--- src/rtl/frog_referee_if.sv ---
// Signal bundle between the frog/car game logic (master) and frog_referee (slave).
interface frog_referee_if #(
  parameter int NUM_LANES = 4
);
  logic [5*NUM_LANES-1:0] i_car_x;
  logic [4:0]             i_frog_x;
  logic [3:0]             i_frog_y;
  logic                   i_start;
  logic [6:0]             o_level;
  logic [1:0]             o_lives;
  logic                   o_hit;
  logic                   o_respawn;
  logic                   o_game_over;

  modport master (
    output i_car_x, i_frog_x, i_frog_y, i_start,
    input  o_level, o_lives, o_hit, o_respawn, o_game_over
  );

  modport slave (
    input  i_car_x, i_frog_x, i_frog_y, i_start,
    output o_level, o_lives, o_hit, o_respawn, o_game_over
  );
endinterface

--- src/rtl/frog_referee.sv ---
// Frog game referee: collision/goal detection, lives, level and game-over ownership.
// Optional build macro FROG_REFEREE_INVINCIBLE_EN: hits still freeze/respawn but never cost a life.
//
// state   | meaning
// --------+--------------------------------------------------------------
// S_PLAY  | detection active; collisions cost a life, goals bump level
// S_HIT   | post-hit freeze, counter runs down to 0 then respawn
// S_OVER  | lives exhausted; everything frozen until i_start
module frog_referee #(
  parameter int          NUM_LANES      = 4,
  parameter int          GRID_W         = 20,
  parameter int          LIVES_INIT     = 3,
  parameter logic [24:0] RESPAWN_CYCLES = 25'd1000
) (
  input  logic           i_Clk,
  input  logic           i_Reset,
  frog_referee_if.slave  bus
);

  localparam logic [3:0] GOAL_ROW  = 4'(NUM_LANES + 1);
  localparam logic [5:0] X_LIMIT   = 6'(GRID_W);
  localparam logic [1:0] LIVES_RST = 2'(LIVES_INIT);
  localparam logic [6:0] LEVEL_RST = 7'd1;
  localparam logic [6:0] LEVEL_MAX = 7'd127;

  typedef enum logic [1:0] {
    S_PLAY = 2'd0,
    S_HIT  = 2'd1,
    S_OVER = 2'd2
  } state_t;

  state_t      state_q, state_n;
  logic [6:0]  level_q, level_n;
  logic [1:0]  lives_q, lives_n;
  logic [24:0] cnt_q,   cnt_n;
  logic        hit_q,   hit_n;
  logic        resp_q,  resp_n;

  logic [4:0]  lane_x;
  logic        lane_sel;
  logic        collide;
  logic        goal;

  // Pick the car sharing the frog's row; rows outside the lane band select nothing.
  always_comb begin
    lane_x   = 5'd0;
    lane_sel = 1'b0;
    for (int k = 0; k < NUM_LANES; k++) begin
      if (bus.i_frog_y == 4'(k + 1)) begin
        lane_x   = bus.i_car_x[5*k +: 5];
        lane_sel = 1'b1;
      end
    end
  end

  assign collide = (state_q == S_PLAY) && lane_sel &&
                   ({1'b0, lane_x} < X_LIMIT) && (lane_x == bus.i_frog_x);
  assign goal    = (state_q == S_PLAY) && (bus.i_frog_y == GOAL_ROW);

  always_comb begin
    state_n = state_q;
    level_n = level_q;
    lives_n = lives_q;
    cnt_n   = cnt_q;
    hit_n   = 1'b0;
    resp_n  = 1'b0;

    case (state_q)
      S_PLAY: begin
        if (collide) begin
          hit_n = 1'b1;
`ifdef FROG_REFEREE_INVINCIBLE_EN
          state_n = S_HIT;
          cnt_n   = RESPAWN_CYCLES - 25'd1;
`else
          if (lives_q <= 2'd1) begin
            lives_n = 2'd0;
            state_n = S_OVER;
          end else begin
            lives_n = lives_q - 2'd1;
            state_n = S_HIT;
            cnt_n   = RESPAWN_CYCLES - 25'd1;
          end
`endif
        end else if (goal) begin
          level_n = (level_q == LEVEL_MAX) ? LEVEL_MAX : level_q + 7'd1;
          resp_n  = 1'b1;
        end
      end

      S_HIT: begin
        if (cnt_q == 25'd0) begin
          state_n = S_PLAY;
          resp_n  = 1'b1;
        end else begin
          cnt_n = cnt_q - 25'd1;
        end
      end

      S_OVER: begin
        if (bus.i_start) begin
          state_n = S_PLAY;
          lives_n = LIVES_RST;
          level_n = LEVEL_RST;
          resp_n  = 1'b1;
        end
      end

      default: begin
        state_n = S_PLAY;
      end
    endcase
  end

  always_ff @(posedge i_Clk or posedge i_Reset) begin
    if (i_Reset) begin
      state_q <= S_PLAY;
      level_q <= LEVEL_RST;
      lives_q <= LIVES_RST;
      cnt_q   <= 25'd0;
      hit_q   <= 1'b0;
      resp_q  <= 1'b0;
    end else begin
      state_q <= state_n;
      level_q <= level_n;
      lives_q <= lives_n;
      cnt_q   <= cnt_n;
      hit_q   <= hit_n;
      resp_q  <= resp_n;
    end
  end

  assign bus.o_level     = level_q;
  assign bus.o_lives     = lives_q;
  assign bus.o_hit       = hit_q;
  assign bus.o_respawn   = resp_q;
  assign bus.o_game_over = (state_q == S_OVER);

endmodule

--- src/flat_wrapper.sv ---
// flat-port wrapper written by rule: the top's interface ports become plain ports
module frog_referee_flat 
#(
  parameter int          NUM_LANES      = 4,
  parameter int          GRID_W         = 20,
  parameter int          LIVES_INIT     = 3,
  parameter logic [24:0] RESPAWN_CYCLES = 25'd1000
)
  (i_Clk, i_Reset, bus_i_car_x, bus_i_frog_x, bus_i_frog_y, bus_i_start, bus_o_level, bus_o_lives, bus_o_hit, bus_o_respawn, bus_o_game_over);
  frog_referee_if #(.NUM_LANES(NUM_LANES)) bus_i ();
  input  logic i_Clk;
  input  logic i_Reset;
  input wire logic [$bits(bus_i.i_car_x)-1:0] bus_i_car_x;
  input wire logic [$bits(bus_i.i_frog_x)-1:0] bus_i_frog_x;
  input wire logic [$bits(bus_i.i_frog_y)-1:0] bus_i_frog_y;
  input wire logic [$bits(bus_i.i_start)-1:0] bus_i_start;
  output wire logic [$bits(bus_i.o_level)-1:0] bus_o_level;
  output wire logic [$bits(bus_i.o_lives)-1:0] bus_o_lives;
  output wire logic [$bits(bus_i.o_hit)-1:0] bus_o_hit;
  output wire logic [$bits(bus_i.o_respawn)-1:0] bus_o_respawn;
  output wire logic [$bits(bus_i.o_game_over)-1:0] bus_o_game_over;
  assign bus_i.i_car_x = bus_i_car_x;
  assign bus_i.i_frog_x = bus_i_frog_x;
  assign bus_i.i_frog_y = bus_i_frog_y;
  assign bus_i.i_start = bus_i_start;
  assign bus_o_level = bus_i.o_level;
  assign bus_o_lives = bus_i.o_lives;
  assign bus_o_hit = bus_i.o_hit;
  assign bus_o_respawn = bus_i.o_respawn;
  assign bus_o_game_over = bus_i.o_game_over;
  frog_referee #(.NUM_LANES(NUM_LANES), .GRID_W(GRID_W), .LIVES_INIT(LIVES_INIT), .RESPAWN_CYCLES(RESPAWN_CYCLES)) u_core (.i_Clk(i_Clk), .i_Reset(i_Reset), .bus(bus_i));
endmodule
--- config.mk ---
export PLATFORM = sky130hd
export DESIGN_NAME = frog_referee_flat
export DESIGN_NICKNAME = d
export VERILOG_FILES = /design/src/rtl/frog_referee_if.sv /design/src/rtl/frog_referee.sv /design/src/flat_wrapper.sv
export SDC_FILE = /design/constraint.sdc
export NUM_CORES = 1
export LEC_CHECK = 0
export CAP_MARGIN = 20
export CORE_ASPECT_RATIO = 1.1
export CORE_MARGIN = 2
export CORE_UTILIZATION = 57
export DETAILED_ROUTE_END_ITERATION = 8
export PLACE_DENSITY = 0.92
export SYNTH_ARGS = -nofsm -noshare
export SYNTH_HDL_FRONTEND = slang
export SYNTH_SLANG_ARGS = --single-unit
--- constraint.sdc ---
create_clock -name i_Clk -period 4.9 [get_ports i_Clk]
set_clock_uncertainty 0.1 [all_clocks]
set_input_delay 1.225 -clock i_Clk [delete_from_list [all_inputs] [get_ports i_Clk]]
set_output_delay 1.225 -clock i_Clk [all_outputs]
set_load 0.01 [all_outputs]
# Word level (Yosys, flattened, before mapping)
# Index checks and enable logic that the tools add are counted.
totals:
  ff_bits: 38
  ram_bits: 0
  romBits: 0
  n_memories: 0
  latchBits: 0
  in_bits: 32
  out_inout_bits: 12
  elab_cells: 72
op_classes:
  addsub: 3
  eq_ne: 16
  n_mul: 0
  bitwise_logic: 0
  reduce_logical: 12
  div: 0
  shifts: 0
  muxes: 33
  order_cmp: 2
ops:
  columns: ["cell", "count"]
  rows:
  - ["$mux 25", 3]
  - ["$pmux 25 s2", 1]
  - ["$mux 7", 4]
  - ["$logic_not 25->1", 1]
  - ["$sub 25x1->25 const B", 1]
  - ["$mux 5", 4]
  - ["$mux 2", 7]
  - ["$pmux 7 s2", 1]
  - ["$mux 1", 10]
  - ["$eq 4x2->1 const B", 2]
  - ["$eq 4x3->1 const B", 2]
  - ["$ne 2x2->1 const B", 4]
  - ["$reduce_and 4->1", 2]
  - ["$add 7x1->7 const B", 1]
  - ["$eq 7x7->1 const B", 1]
  - ["$ne 2x1->1 const B", 3]
  - ["$pmux 2 s3", 1]
  - ["$reduce_and 3->1", 2]
  - ["$eq 5x5->1", 1]
  - ["$lt 5x5->1 const B", 1]
  - ["$eq 4x1->1 const B", 1]
  - ["$logic_and 1x1->1", 4]
  - ["$pmux 2 s2", 1]
  - ["$reduce_bool 2->1", 2]
  - ["other kinds (6)", 6]

# Longest topological paths before layout
depth:
  ltp_word: 10
  ltp_mapped: 10
  depth_no_buf: 8

# Worst setup path after synthesis
# No wires, ideal clock.
synth_path:
  path_kind: "in2reg"
  startpoint: "input bus_i_frog_y[0]"
  endpoint: "register u_core.cnt_q[13]"
  required_time_ps: 4678
  path_slack_ps: 1490
  stages: 7
  arrival_time_ps: 3188
  path_cell_list: "mux2_2 > a222oi_1 > mux2i_1 > a2bb2oi_1 > or4_4 > buf_6 > a32o_1"
synth_between:
  elab_chain_len: 10
  elab_cells_between_ends: 19
  cone_classes: "order compare: 1; eq/ne: 6; mux: 8; reduce/logical: 4"
synth_lines:
  columns: ["item", "line_no", "text"]
  rows:
  - ["from (decl)", "flat_wrapper.sv:15", "input wire logic [$bits(bus_i.i_frog_y)-1:0] bus_i_frog_y;"]
  - ["$eq 4x1->1", "frog_referee.sv:49", "if (bus.i_frog_y == 4'(k + 1)) begin"]
  - ["$mux 5 / $mux 1 (equally long branches) (4 in a row)", "frog_referee.sv:49", null]
  - ["$lt 5x5->1 / $logic_and 1x1->1 (equally long branches)", "frog_referee.sv:57, frog_referee.sv:56", null]
  - ["$logic_and 1x1->1", "frog_referee.sv:56", "assign collide = (state_q == S_PLAY) && lane_sel &&"]
  - ["$logic_and 1x1->1 (*)", "frog_referee.sv:57", "({1'b0, lane_x} < X_LIMIT) && (lane_x == bus.i_frog_x);"]
  - ["$ne 2x1->1 (no line) (*)", null, null]
  - ["$reduce_and 4->1 (no line) (*)", null, null]
  - ["to (signal assigned)", "frog_referee.sv:127", "cnt_q <= cnt_n;"]
  - ["to (decl)", "frog_referee.sv:35", "logic [24:0] cnt_q, cnt_n;"]
# Mark *: on every way between the ends. The rest lies on a longest branch, timed or not.
# A chain may end at the register's enable or synchronous reset.

# Final worst setup path
# Same ends and word-level chain as after synthesis.

==> metrics <==
area leader, netlist=dfrtp_1; post-route design area=roughly 3000 sq um; initial core utilization=0.602; fin util=0.734; Mapped Area=between 2000 and 2500 sq um; setup_tns=0 ns; Clock Pin Slew Worst Setup and Hold Paths=around 0.070 ns; Crit-path slowest cell=clkdlybuf4s50_1; Hold Path Class=flip-flop to flip-flop; Die Area=around 4800 sq um; Yosys warnings=0; status=finished, final reports clean; Final Max Tran Viols=0; Period minus WS final=a little over 4 ns; final net count=330; Via density=6.44; drt pass-1 iters=6; DR WL/cell=around 17 um; Max-Slew Margin vs Limit=0.407; Post-Route WL=just under 6 mm; drt drc=0; antenna violations before repair=0; Sequential Area=between 900 and 1000 sq um; worst endpoint required time=4.98 ns; layout cells sized above 1=0.0909; CTS max path bufs=2; Core ar.=4020 sq um; worst hold stages=2; Final HPWL DP=between 4 and 5 mm; EDFF count, synth=0; Final Hold Viols=0; CTS tree=built; Final setup viols=0; CP Cell Sequence=clkdlybuf4s50_1 -> mux2_2 -> a222oi_1 -> mux2i_1 -> a2bb2oi_1 -> or4_4 -> a32o_1; Tot GR Track Use=0.272; Seq cells post-synth=38; RSZ-0062 raised after global routing=no; Tcrit/Tclk final=0.844; reg-to-reg endpoint=u_core.cnt_q[8]$_DFFE_PP0P_; largest net degree at the start of global routing=21; WP depth=7; Die Y-Extent=72.4 um; Top-Level Pins=44; ys async rst share=1.00; largest cells by area after synthesis=dfrtp_1, nand2_1, nor2_1; most frequent cells in the layout=clkdlybuf4s50_1, dfrtp_1, nand2_1, nor2_1, a21oi_1; num rows=24; Cell Area, Placed=about 2900 sq um; # resized after CTS=0; Max Clock Freq=between 200 and 250 MHz; area of the multi-input gates=1370 sq um; clk_lat worst skew=0.29 ns; Max stage delay on crit path=roughly 0.77 ns; area share of the largest cell type after synthesis=0.362; worst path bufs/invs=1; CP max FO=12; Fillers=308; vias in the first global route=between 2000 and 2500; total congestion overflow=0; GPL Wtd Cong=0.816; CTS Sinks=38; CP Launch Type=input port; Root Buffer=clkbuf_8; worst-margin pin slew=0.883 ns; Avg Synthesized Cell Area=9.46 sq um; first-pass GRT wire length=~10 mm; Hold EP=u_core.bus.o_lives[1]$_DFFE_PP1P_; Power per Cell Area=333 nW/um^2; Mapped Cells=about 260; FF-to-FF Start=u_core.cnt_q[0]$_DFFE_PP0P_; Distinct cells, synth=60; setup repair bufs after CTS=0; Synth Net Count=290; commonest register cell after synthesis=dfrtp_1; Critical Path AT=around 4.2 ns; DR iter-0 viols=roughly 210; max cap viols=0; Critical Path End Type=flip-flop; CP Class=input port to flip-flop; R2R Setup Slk=about 1.6 ns; Top delay family on crit path=compound AO/OA/AOI/OAI gates; Die X=roughly 66 um; VDD IR-drop max=~0.00028 V; Diodes inserted=0; antenna viol nets, final=0; HP Start=u_core.bus.o_lives[1]$_DFFE_PP1P_; via count=2247; synthesis-to-layout area growth=22.0%; Pleak=approximately 1.1 nW; Num CTS Buffers=5; sequential area share after synthesis=0.394; CTS H-tree lvls=2; most common cell after layout, fill and taps aside=clkdlybuf4s50_1; I/O Buffers=43; # hold bufs at CTS=0; cells on worst reg2reg path=7
==> worst max-delay path by stage <==
stage                                from                           end  slack [ns]
after floorplan           bus_i_frog_y[0]  u_core.cnt_q[13]$_DFFE_PP0P_        1.49
after global placement    bus_i_frog_y[0]   u_core.cnt_q[3]$_DFFE_PP0P_        0.63
after detailed placement  bus_i_frog_y[0]   u_core.cnt_q[3]$_DFFE_PP0P_        0.50
after CTS                 bus_i_frog_y[0]  u_core.cnt_q[13]$_DFFE_PP0P_        0.80
after global routing      bus_i_frog_y[0]  u_core.cnt_q[13]$_DFFE_PP0P_        0.68
final                     bus_i_frog_y[0]  u_core.cnt_q[13]$_DFFE_PP0P_        0.76
==> sequential cells by signal, summed over array words and instances (netlist names) <==
signal	cells
u_core.state_q	2
u_core.bus.o_level	7
u_core.bus.o_respawn	1
u_core.cnt_q	25
u_core.bus.o_lives	2
u_core.bus.o_hit	1
==> per-layer routing <==
layer  wire, um  up-vias  track usage
li1           -     1057            -
met4        120        0        0.127
met5          0        -            0
met3        305       17       0.0574
met1       2400     1076        0.322
met2       3100       97        0.470
==> kinds of logic (layout without fill, tap and decap cells) <==
group           after synthesis  in the layout  share of synthesized area
buf+inv                      19             60                     0.0413
fa+ha+maj                     2              2                     0.0103
simple gates                106            106                      0.271
xor+xnor                     12             12                     0.0434
flops                        38             38                      0.394
compound gates               74             74                      0.216
mux                           5              5                     0.0238
==> cell type report <==
type	instances	area share
clock buffers	6	0.0280
multi-input cells	199	0.463
clock inverters	2	0.00424
flip-flops and latches	38	0.323
inverters	7	0.00890
repair buffers	45	0.151
well taps	52	0.0220
==> power breakdown <==
part | switching [mW] | internal [mW]
combinational | 0.128 | 0.148
sequential | 0.0904 | 0.389
clock | 0.114 | 0.113
==> tightest hold or removal path, cell delays in order, from the launching register on <==
cell,delay [ns]
dfstp_2,0.37
inv_1,0.08
a2bb2oi_1,0.06
==> synth_stat cells, types with 3 or more instances <==
master and count:
a31oi_1 6, a21oi_1 15, nor4_1 4, dfstp_2 3, nor4b_4 3, xor2_1 4, o32a_1 5, xnor2_1 8
nand3_1 6, or3_1 9, nor2_1 22, nor3_1 11, o31ai_1 3, o21a_1 5, nand2b_1 4, inv_1 6
dfrtp_1 35, buf_2 4, o22ai_1 6, nand2_1 22, o21ai_0 10, nor2b_1 3, or4_1 6, clkbuf_1 3
==> through the flow <==
| stage | instances | hold slack, ns | setup slack (ns) | power (mW) |
|---|---|---|---|---|
| 4_1_cts | 349 | 0.416 | 0.795 | 0.978 |
| 2_1_floorplan | 256 | 0.401 | 1.49 | 0.652 |
| 6_report | 349 | 0.412 | 0.763 | 0.983 |
| 3_3_place_gp | 341 | 0.392 | 0.628 | 0.737 |
| 5_1_grt | 349 | 0.462 | 0.682 | 1.04 |
| 3_5_place_dp | 341 | 0.407 | 0.501 | 0.754 |
No activity file was read; power rests on OpenSTA's default activity.
